--- config.mk ---
export PLATFORM = sky130hd
export DESIGN_NAME = train_scheduler
export DESIGN_NICKNAME = d
export VERILOG_FILES = /design/src/rtl/train_scheduler.sv
export SDC_FILE = /design/constraint.sdc
export NUM_CORES = 1
export LEC_CHECK = 0
export ABC_AREA = 1
export CAP_MARGIN = 20
export CORE_ASPECT_RATIO = 1.75
export CORE_MARGIN = 3
export CORE_UTILIZATION = 40
export DETAILED_ROUTE_END_ITERATION = 10
export DONT_BUFFER_PORTS = 1
export REMOVE_ABC_BUFFERS = 1
export SLEW_MARGIN = 20
export SYNTH_ARGS = -nofsm -noshare
export SYNTH_HDL_FRONTEND = slang
export SYNTH_SLANG_ARGS = --single-unit
--- constraint.sdc ---
create_clock -name clk -period 1.72 [get_ports clk]
set_input_delay 0.258 -clock clk [delete_from_list [all_inputs] [get_ports clk]]
set_output_delay 0.258 -clock clk [all_outputs]
set_load 0.01 [all_outputs]
--- src/rtl/train_scheduler.sv ---
// Trial sequencer for the two-neuron STDP network: stimulus/rest phases per trial, spike counting, record handshake.
// Optional early stop on N2 spike count is enabled by defining TRAIN_SCHED_EARLY_STOP_EN.
module train_scheduler #(
  parameter logic [7:0] STIM_CYCLES = 8'd16,
  parameter logic [7:0] REST_CYCLES = 8'd8,
  parameter logic [7:0] NUM_TRIALS  = 8'd4,
  parameter logic [7:0] TARGET_N2   = 8'd4
) (
  input  logic       clk,
  input  logic       rst,
  input  logic       start,
  input  logic       abort,
  input  logic       n1_spike,
  input  logic       n2_spike,
  input  logic [7:0] weight_in,
  output logic       stim_out,
  output logic       busy,
  output logic       done,
  output logic       converged,
  output logic       rec_valid,
  input  logic       rec_ready,
  output logic [7:0] rec_trial,
  output logic [7:0] rec_n1_count,
  output logic [7:0] rec_n2_count,
  output logic [7:0] rec_weight,
  output logic [1:0] state_dbg
);

  // Record handshake: a record transfers on any rising edge where rec_valid && rec_ready;
  // rec_valid never drops and the fields never change before that edge (abort excepted).
  typedef enum logic [1:0] {S_IDLE, S_STIM, S_REST, S_REPORT} state_t;

  state_t     state;
  logic [7:0] phase_cnt;
  logic [7:0] trial;
  logic [7:0] n1_cnt;
  logic [7:0] n2_cnt;
  logic [7:0] n1_nxt;
  logic [7:0] n2_nxt;
  logic       handshake;
  logic       early_stop;
  logic       session_end;

  assign n1_nxt    = (n1_spike && n1_cnt != 8'hFF) ? n1_cnt + 8'd1 : n1_cnt;
  assign n2_nxt    = (n2_spike && n2_cnt != 8'hFF) ? n2_cnt + 8'd1 : n2_cnt;
  assign handshake = rec_valid && rec_ready;

`ifdef TRAIN_SCHED_EARLY_STOP_EN
  assign early_stop = (rec_n2_count >= TARGET_N2);
`else
  logic unused_target;
  assign early_stop    = 1'b0;
  assign unused_target = ^TARGET_N2;
`endif

  assign session_end = (trial == NUM_TRIALS - 8'd1) || early_stop;
  assign busy        = (state != S_IDLE);
  assign state_dbg   = state;

  always_ff @(posedge clk) begin
    if (rst) begin
      state        <= S_IDLE;
      phase_cnt    <= 8'd0;
      trial        <= 8'd0;
      n1_cnt       <= 8'd0;
      n2_cnt       <= 8'd0;
      stim_out     <= 1'b0;
      done         <= 1'b0;
      converged    <= 1'b0;
      rec_valid    <= 1'b0;
      rec_trial    <= 8'd0;
      rec_n1_count <= 8'd0;
      rec_n2_count <= 8'd0;
      rec_weight   <= 8'd0;
    end else begin
      done <= 1'b0;
      // Abort outranks every phase transition and any handshake on the same edge.
      if (abort && state != S_IDLE) begin
        state     <= S_IDLE;
        stim_out  <= 1'b0;
        rec_valid <= 1'b0;
      end else begin
        case (state)
          S_IDLE: begin
            phase_cnt <= 8'd0;
            trial     <= 8'd0;
            n1_cnt    <= 8'd0;
            n2_cnt    <= 8'd0;
            if (start) begin
              state     <= S_STIM;
              stim_out  <= 1'b1;
              converged <= 1'b0;
            end
          end
          S_STIM: begin
            n1_cnt <= n1_nxt;
            n2_cnt <= n2_nxt;
            if (phase_cnt == STIM_CYCLES - 8'd1) begin
              state     <= S_REST;
              phase_cnt <= 8'd0;
              stim_out  <= 1'b0;
            end else begin
              phase_cnt <= phase_cnt + 8'd1;
            end
          end
          S_REST: begin
            n1_cnt    <= n1_nxt;
            n2_cnt    <= n2_nxt;
            phase_cnt <= phase_cnt + 8'd1;
            if (phase_cnt == REST_CYCLES - 8'd1) begin
              state        <= S_REPORT;
              rec_valid    <= 1'b1;
              rec_trial    <= trial;
              rec_n1_count <= n1_nxt;
              rec_n2_count <= n2_nxt;
              rec_weight   <= weight_in;
            end
          end
          S_REPORT: begin
            if (handshake) begin
              rec_valid <= 1'b0;
              if (session_end) begin
                state     <= S_IDLE;
                done      <= 1'b1;
                converged <= early_stop;
              end else begin
                state     <= S_STIM;
                stim_out  <= 1'b1;
                trial     <= trial + 8'd1;
                n1_cnt    <= 8'd0;
                n2_cnt    <= 8'd0;
                phase_cnt <= 8'd0;
              end
            end
          end
          default: state <= S_IDLE;
        endcase
      end
    end
  end

endmodule

==> results.md, run 1 <==
* Count of pins over their slew limit at 0
* Top routing layer in use: met4
* # fillers at approximately 910
* Die X at 78.5 um
* Leak at 1.77 nW
* Largest net degree at the start of global routing at 27
* Core area at around 0.009 mm^2
* Mean post-synth cell area at approximately 6.7 um^2
* Setup Viol. Count Final at 0
* CP Max Fanout at 5
* Worst setup SP type: flop
* Hold path endpoint: rec_n2_count[3]
* Detailed placer's ending HPWL at between 6 and 7 mm
* WL met3 at 319 um
* CP delay by family, top: simple AND/OR/NAND/NOR gates
* Most used cell, CP: nor2_1
* Cell Chain, Critical Path: ha_1 > inv_1 > nor2_2 > a21boi_1 > nand2_1 > nand2_1 > nor2_1 > nor2_1 > nor2_1
* Final ANT Viol Nets at 0
* Final Hold Fails at 0
* Hold_sp: rst
* Area grow syn2layout at 14.5%
* CTS Buf Count at 9
* Worst vdd ir at 783 uV
* CP Capture Type: flop
* Crit path buffers/inverters at 1
* Slowest cell on the critical path: a21boi_1
* Synth Warn # at 0
* Initial Util at 0.417
* Clk slew on worst S/H paths at ~0.050 ns
* Outcome: completed
* CP required at between 1.5 and 2 ns
* Actual slew at the worst max-slew pin at 0.742 ns
* Crit path largest cell delay at approximately 0.38 ns
* Diodes inserted at 0
* Mapped Cells at ~550
* WP data arrival at around 1.8 ns
* R2r worst-path depth at 9
* Power Dens Cells at approximately 1200 mW/mm^2
* Ys async rst share at 0
* Post-Syn Area at around 0.0037 mm^2
* Fin Setup TNS at 0 ns
* Worst setup margin at between 0.1 and 0.15 ns
* R2R Path Start: n1_cnt[0]
* Detailed Route WL at around 8.6 mm
* Commonest non-fill, non-tap cell in the layout: nand2_1
* Met2 routed WL at ~4.6 mm
* Final RePlAce weighted congestion at between 0.8 and 0.9
* Total power at about 5.0 mW
* Reg2Reg Setup Slack at 0.11 ns
* Kind of critical path: flop to flop
* Clock Path Buffers at 2
* Initial antenna violation count at 0
* Hold path cells at 3
* Seq/Total Area, Yosys at 0.375
* Most frequent cells in the layout: nand2_1, nor2_1, dfxtp_1
* Post-synth EDFFs at 0
* GRT overflow at 0
* Synth cell types at 36
* DR WL/cell at between 10 and 15 um
* DR vias/cell at between 4 and 5
* First-pass GRT wire length at roughly 14 mm
* Via Count at between 3k and 4k
* Reg-to-reg critical path endpoint: n1_cnt[0]
* Num rows at 45
* H-tree depth at 3
* Worst Hold Class: input pin to flop
* Clk root buf: clkbuf_16
* Buffers on Ports at 0
* Worst slew margin at 0.504
* Final Skew at approximately 0.0086 ns
* Post-synth top flop: dfxtp_1
* Fin nets at a little under 600
* Pre-CTS setup slack at ~0.012 ns
* Vias in the first global route at ~3.2k
* Ports at 54
* DRC errors left at 0
* Die height at between 100 and 150 um
* Fraction of layout cells with a size suffix above 1 at 0.114
* Seq cells post-synth at between 60 and 70
* Final Cycle Share at 0.935
* CTS tree: done
* Die area at ~0.010 mm^2
* Fin Hold WS at approximately 0.088 ns
* Worst skew pair latency at about 0.33 ns
* WL met1 at 3.50 mm
* Minimum clock period at about 1.6 ns
* DRC marker count from the first detailed-route iteration at about 140
* Max-cap viol count at 0
* 1st-pass router iterations at 4
* Sink Count at just under 70
* Total Routing Usage GR at 0.174
* Max Freq at approximately 620 MHz
==> cell families after synthesis <==
family,after synthesis,synth area share
compound gates,82,0.120
other cells,1,0.00102
xor+xnor,7,0.0167
buf+inv,77,0.101
fa+ha+maj,9,0.0306
simple gates,303,0.355
flops,69,0.375
==> cell usage after synthesis (2+ instances only) <==
| cell type | instances | share of area |
|---|---|---|
| nand2_1 | 154 | 0.16 |
| nor2_1 | 91 | 0.093 |
| dfxtp_1 | 69 | 0.38 |
| inv_1 | 54 | 0.055 |
| o21ai_0 | 40 | 0.054 |
| a21oi_1 | 31 | 0.042 |
| nand3_1 | 27 | 0.037 |
| ha_1 | 9 | 0.031 |
| nand4_1 | 7 | 0.012 |
| clkbuf_1 | 6 | 0.0061 |
| nor2_2 | 6 | 0.010 |
| buf_6 | 5 | 0.015 |
| xnor2_1 | 5 | 0.012 |
| nand3b_1 | 4 | 0.0082 |
| buf_8 | 3 | 0.012 |
| inv_2 | 3 | 0.0031 |
| nand2_2 | 3 | 0.0051 |
| nand3_4 | 3 | 0.014 |
| nor3_1 | 3 | 0.0041 |
| a21boi_1 | 2 | 0.0041 |
| a21oi_2 | 2 | 0.0048 |
| buf_4 | 2 | 0.0041 |
| nand2_4 | 2 | 0.0061 |
| nor2_4 | 2 | 0.0061 |
| o21ai_2 | 2 | 0.0048 |
| o21bai_1 | 2 | 0.0041 |
| xor2_1 | 2 | 0.0048 |
==> where the power goes <==
group	total [mW]	switching [mW]	internal [mW]	leakage, nW
clock network	1.82	0.622	1.19	0.143
registers	1.73	0.0603	1.67	0.557
logic	1.43	0.968	0.460	1.07
==> worst min-delay path, cell delays in order <==
cell	delay [ns]
nor2_1	0.02
o21ai_0	0.06
inv_1	0.04
==> worst max-delay path by stage <==
stage	from	endpoint	slack, ns	cells after the start
final	n1_cnt[0]	n1_cnt[0]	0.11	9
after floorplan	state_dbg[0]	rec_n1_count[1]	-0.25	10
after global placement	state_dbg[0]	phase_cnt[4]	0.08	11
after global routing	n1_cnt[0]	n1_cnt[0]	-0.01	9
after CTS	state_dbg[0]	phase_cnt[4]	0.007	11
after detailed placement	state_dbg[0]	phase_cnt[3]	0.01	11
==> state kept, by name, summed over array words and instances, names as in the netlist <==
signal / cells
rec_trial: 8
rec_n2_count: 8
stim_out: 1
done: 1
state_dbg: 2
n2_cnt: 8
trial: 8
phase_cnt: 8
n1_cnt: 8
rec_weight: 8
rec_n1_count: 8
rec_valid: 1
==> stage by stage <==
stage	util	cells	instance area, um^2
after floorplan	-	530	3530
after global placement	0.437	668	3860
after detailed placement	0.437	668	3860
after CTS	0.473	685	4180
after global routing	0.477	685	4220
final	0.477	685	4220
==> cell type report <==
| type | count | area, um^2 | share of cell area |
|---|---|---|---|
| Tap cell | 117 | 146 | 0.0347 |
| Sequential cell | 69 | 1380 | 0.328 |
| Inverter | 59 | 236 | 0.0561 |
| Clock buffer | 14 | 264 | 0.0626 |
| Multi-Input combinational cell | 402 | 1950 | 0.462 |
| Timing Repair Buffer | 23 | 206 | 0.0490 |
| Clock inverter | 1 | 30.0 | 0.00712 |
==> per-layer routing <==
metal | global-route usage | up-vias
met2 | 0.315 | 59
met4 | 0.0934 | 0
met1 | 0.186 | 1488
met3 | 0.0313 | 22
li1 | - | 1767
met5 | 0 | -
==> what timing repair did <==
action,CTS,global route
hold buffers,2,0
endpoints found under the setup margin,0,50
gates resized for setup,0,15
buffers inserted,0,0
hold endpoints to repair,17,0
Power figures use the tool's default switching activity.
==> inputs of run 2 (changes only) <==
CORE_UTILIZATION = 60   (was 40)
PLACE_DENSITY = 0.76   (was default)
SLEW_MARGIN = 25   (was 20)
==> run 2 against run 1 <==
Net effect: via count grew 2.1%; non-clock buffer count decreased by 2; cell area shrank 4.8%; critical path depth grew 2; clock skew fell by 0.0015 ns; wire length down 1.9%; critical endpoint is now phase_cnt[3].
==> results.md, run 2 (synthesis results as in run 1) <==
* Die X at 65.2 um (-17%)
* Final Cycle Share at 0.937 (+0.00212)
* Worst vdd ir at 1010 uV (+29%)
* Die area at 0.00715 mm^2 (-32%)
* Most frequent cells in the layout: nand2_1, nor2_1, dfxtp_1
* CP required at 2.01 ns (+0.10 ns)
* DR WL/cell at 13.2 um (+4.3%)
* Commonest non-fill, non-tap cell in the layout: nand2_1
* Slowest cell on the critical path: dfxtp_1
* Reg-to-reg critical path endpoint: phase_cnt[3]
* Area grow syn2layout at 9.00%
* Power Dens Cells at 1070 mW/mm^2 (-9.6%)
* Detailed placer's ending HPWL at 5.97 mm (-5.0%)
* Hold path cells at 3 (unchanged)
* Count of pins over their slew limit at 0 (unchanged)
* DR vias/cell at 5.29 (+8.6%)
* Fin nets at 586 (-0.34%)
* Crit path largest cell delay at 0.33 ns (-0.05 ns)
* Kind of critical path: flop to flop
* DRC marker count from the first detailed-route iteration at 158 (+10%)
* Sink Count at 69 (unchanged)
* Worst slew margin at 0.663 (+0.159)
* Final RePlAce weighted congestion at 0.866 (-1.9%)
* CTS tree: done
* Vias in the first global route at 3247 (+2.9%)
* CTS Buf Count at 9 (unchanged)
* Detailed Route WL at 8.47 mm (-1.9%)
* Max-cap viol count at 0 (unchanged)
* Hold path endpoint: rec_n1_count[2]
* DRC errors left at 0 (unchanged)
* R2r worst-path depth at 11 (+2)
* Die height at 110 um (-18%)
* Pre-CTS setup slack at 0.0115 ns (-0.000403 ns)
* Diodes inserted at 0 (unchanged)
* Via Count at 3407 (+2.1%)
* Final Hold Fails at 0 (unchanged)
* Outcome: completed
* Ports at 54 (unchanged)
* Final ANT Viol Nets at 0 (unchanged)
* Worst Hold Class: input pin to flop
* Post-Layout Inst Area at 0.00401 mm^2 (-4.8%)
* Largest net degree at the start of global routing at 39 (+44%)
* Setup Viol. Count Final at 0 (unchanged)
* Clk slew on worst S/H paths at 0.07 ns (+0.02 ns)
* Hold_sp: rst
* Buffers on Ports at 0 (unchanged)
* Placed insts at 627 (-6.1%)
* R2R Path Start: state_dbg[1]
* Clk root buf: clkbuf_8
* CP Capture Type: flop
* Num rows at 37 (-18%)
* H-tree depth at 3 (unchanged)
* Initial Util at 0.621 (+0.205)
* Final Skew at 0.00712 ns (-0.00148 ns)
* 1st-pass router iterations at 5 (+1)
* Actual slew at the worst max-slew pin at 0.506 ns (-0.236 ns)
* First-pass GRT wire length at 13.8 mm (-4.5%)
* Fraction of layout cells with a size suffix above 1 at 0.125 (+0.0110)
* Leak at 1.71 nW (-3.5%)
* Post-CTS Setup Repair Bufs at 0 (unchanged)
* DP Area at 0.00379 mm^2 (-2.0%)
* Worst setup SP type: flop
* CP Max Fanout at 8 (+3)
* Worst setup margin at 0.108 ns (-0.00365 ns)
* Core area at 0.00593 mm^2 (-33%)
* Total Routing Usage GR at 0.251 (+0.0773)
* Worst skew pair latency at 0.35 ns (+0.02 ns)
* Non-filler cells, final at 644 (-6.0%)
* WP data arrival at 1.90 ns (+0.10 ns)
* Reg2Reg Setup Slack at 0.11 ns (about the same)
* # fillers at 546 (-40%)
* Cell Chain, Critical Path: inv_1 > ha_1 > inv_1 > nand2_2 > nand2_1 > inv_2 > nand2_4 > buf_4 > o21ai_0 > nand2_1 > nor2_1
* Max Freq at 620 MHz (-0.23%)
* Initial antenna violation count at 0 (unchanged)
* Clock Path Buffers at 2 (unchanged)
* Final Core Density at 0.677 (+0.201)
* Minimum clock period at 1.61 ns (+0.00365 ns)
* GRT overflow at 0 (unchanged)
-- run 2: changes by cell type in the layout (fill, tap and decap cells not counted), moves of 2 or more --
| cell | previous run | this run |
|---|---|---|
| clkinv_2 | 0 | 4 |
| inv_4 | 4 | 2 |
| clkbuf_16 | 9 | 1 |
| inv_2 | 0 | 3 |
| dlygate4sd3_1 | 2 | 0 |
| clkbuf_1 | 3 | 0 |
| clkbuf_8 | 2 | 11 |
-- run 2: how the worst max path moves through the flow --
stage / startpoint / to / slack [ns] / cells after the start
finish: state_dbg[1] / phase_cnt[3] / 0.11 / 11
global route: state_dbg[0] / rec_n2_count[6] / -0.001 / 11
detailed placement: state_dbg[0] / phase_cnt[3] / 0.01 / 11
floorplan: state_dbg[0] / rec_n1_count[1] / -0.25 / 10
global placement: state_dbg[0] / phase_cnt[4] / 0.1 / 11
CTS: state_dbg[0] / phase_cnt[3] / 0.04 / 11
-- run 2: final cells by class --
| type | count | area (um^2) | area share |
|---|---|---|---|
| Clock inverter | 4 | 23.8 | 0.00592 |
| Timing Repair Buffer | 21 | 185 | 0.0461 |
| Clock buffer | 11 | 151 | 0.0377 |
| Multi-Input combinational cell | 402 | 1940 | 0.484 |
| Tap cell | 78 | 97.6 | 0.0243 |
| Inverter | 59 | 228 | 0.0567 |
| Sequential cell | 69 | 1380 | 0.345 |
-- run 2: worst max-delay path, delay by kind of cell, from the launching register on --
family	cells	cell delay, ns
simple gates	5	0.44
compound gates	1	0.15
fa+ha+maj	1	0.15
flops	1	0.33
buf+inv	4	0.48
-- run 2: layer usage --
| layer | share of wire | vias to the layer above | track usage |
|---|---|---|---|
| li1 | - | 1754 | - |
| met1 | 0.38 | 1554 | 0.250 |
| met2 | 0.55 | 75 | 0.467 |
| met3 | 0.047 | 24 | 0.0716 |
| met4 | 0.024 | 0 | 0.122 |
| met5 | 0 | - | 0 |
-- run 2: stage by stage --
step           TNS (ns)  hold WS (ns)  power [mW]
5_1_grt        -0.00106        0.0591        4.58
3_5_place_dp          0         0.335        3.09
6_report              0        0.0591        4.28
4_1_cts               0        0.0443        4.30
3_3_place_gp          0         0.335        3.06
2_1_floorplan     -6.47         0.327        2.67
-- run 2: report_power, final --
part,leakage (nW),switching [mW],internal [mW]
clock,0.0949,0.593,0.588
combinational,1.06,0.909,0.434
sequential,0.557,0.0846,1.67
-- run 2: what timing repair did --
| item | 4_1_cts | 5_1_grt |
|---|---|---|
| hold buffers | 1 | 0 |
| gates resized for setup | 1 | 10 |
| gates cloned | 0 | 1 |
| hold endpoints to repair | 24 | 0 |
| endpoints found under the setup margin | 4 | 47 |
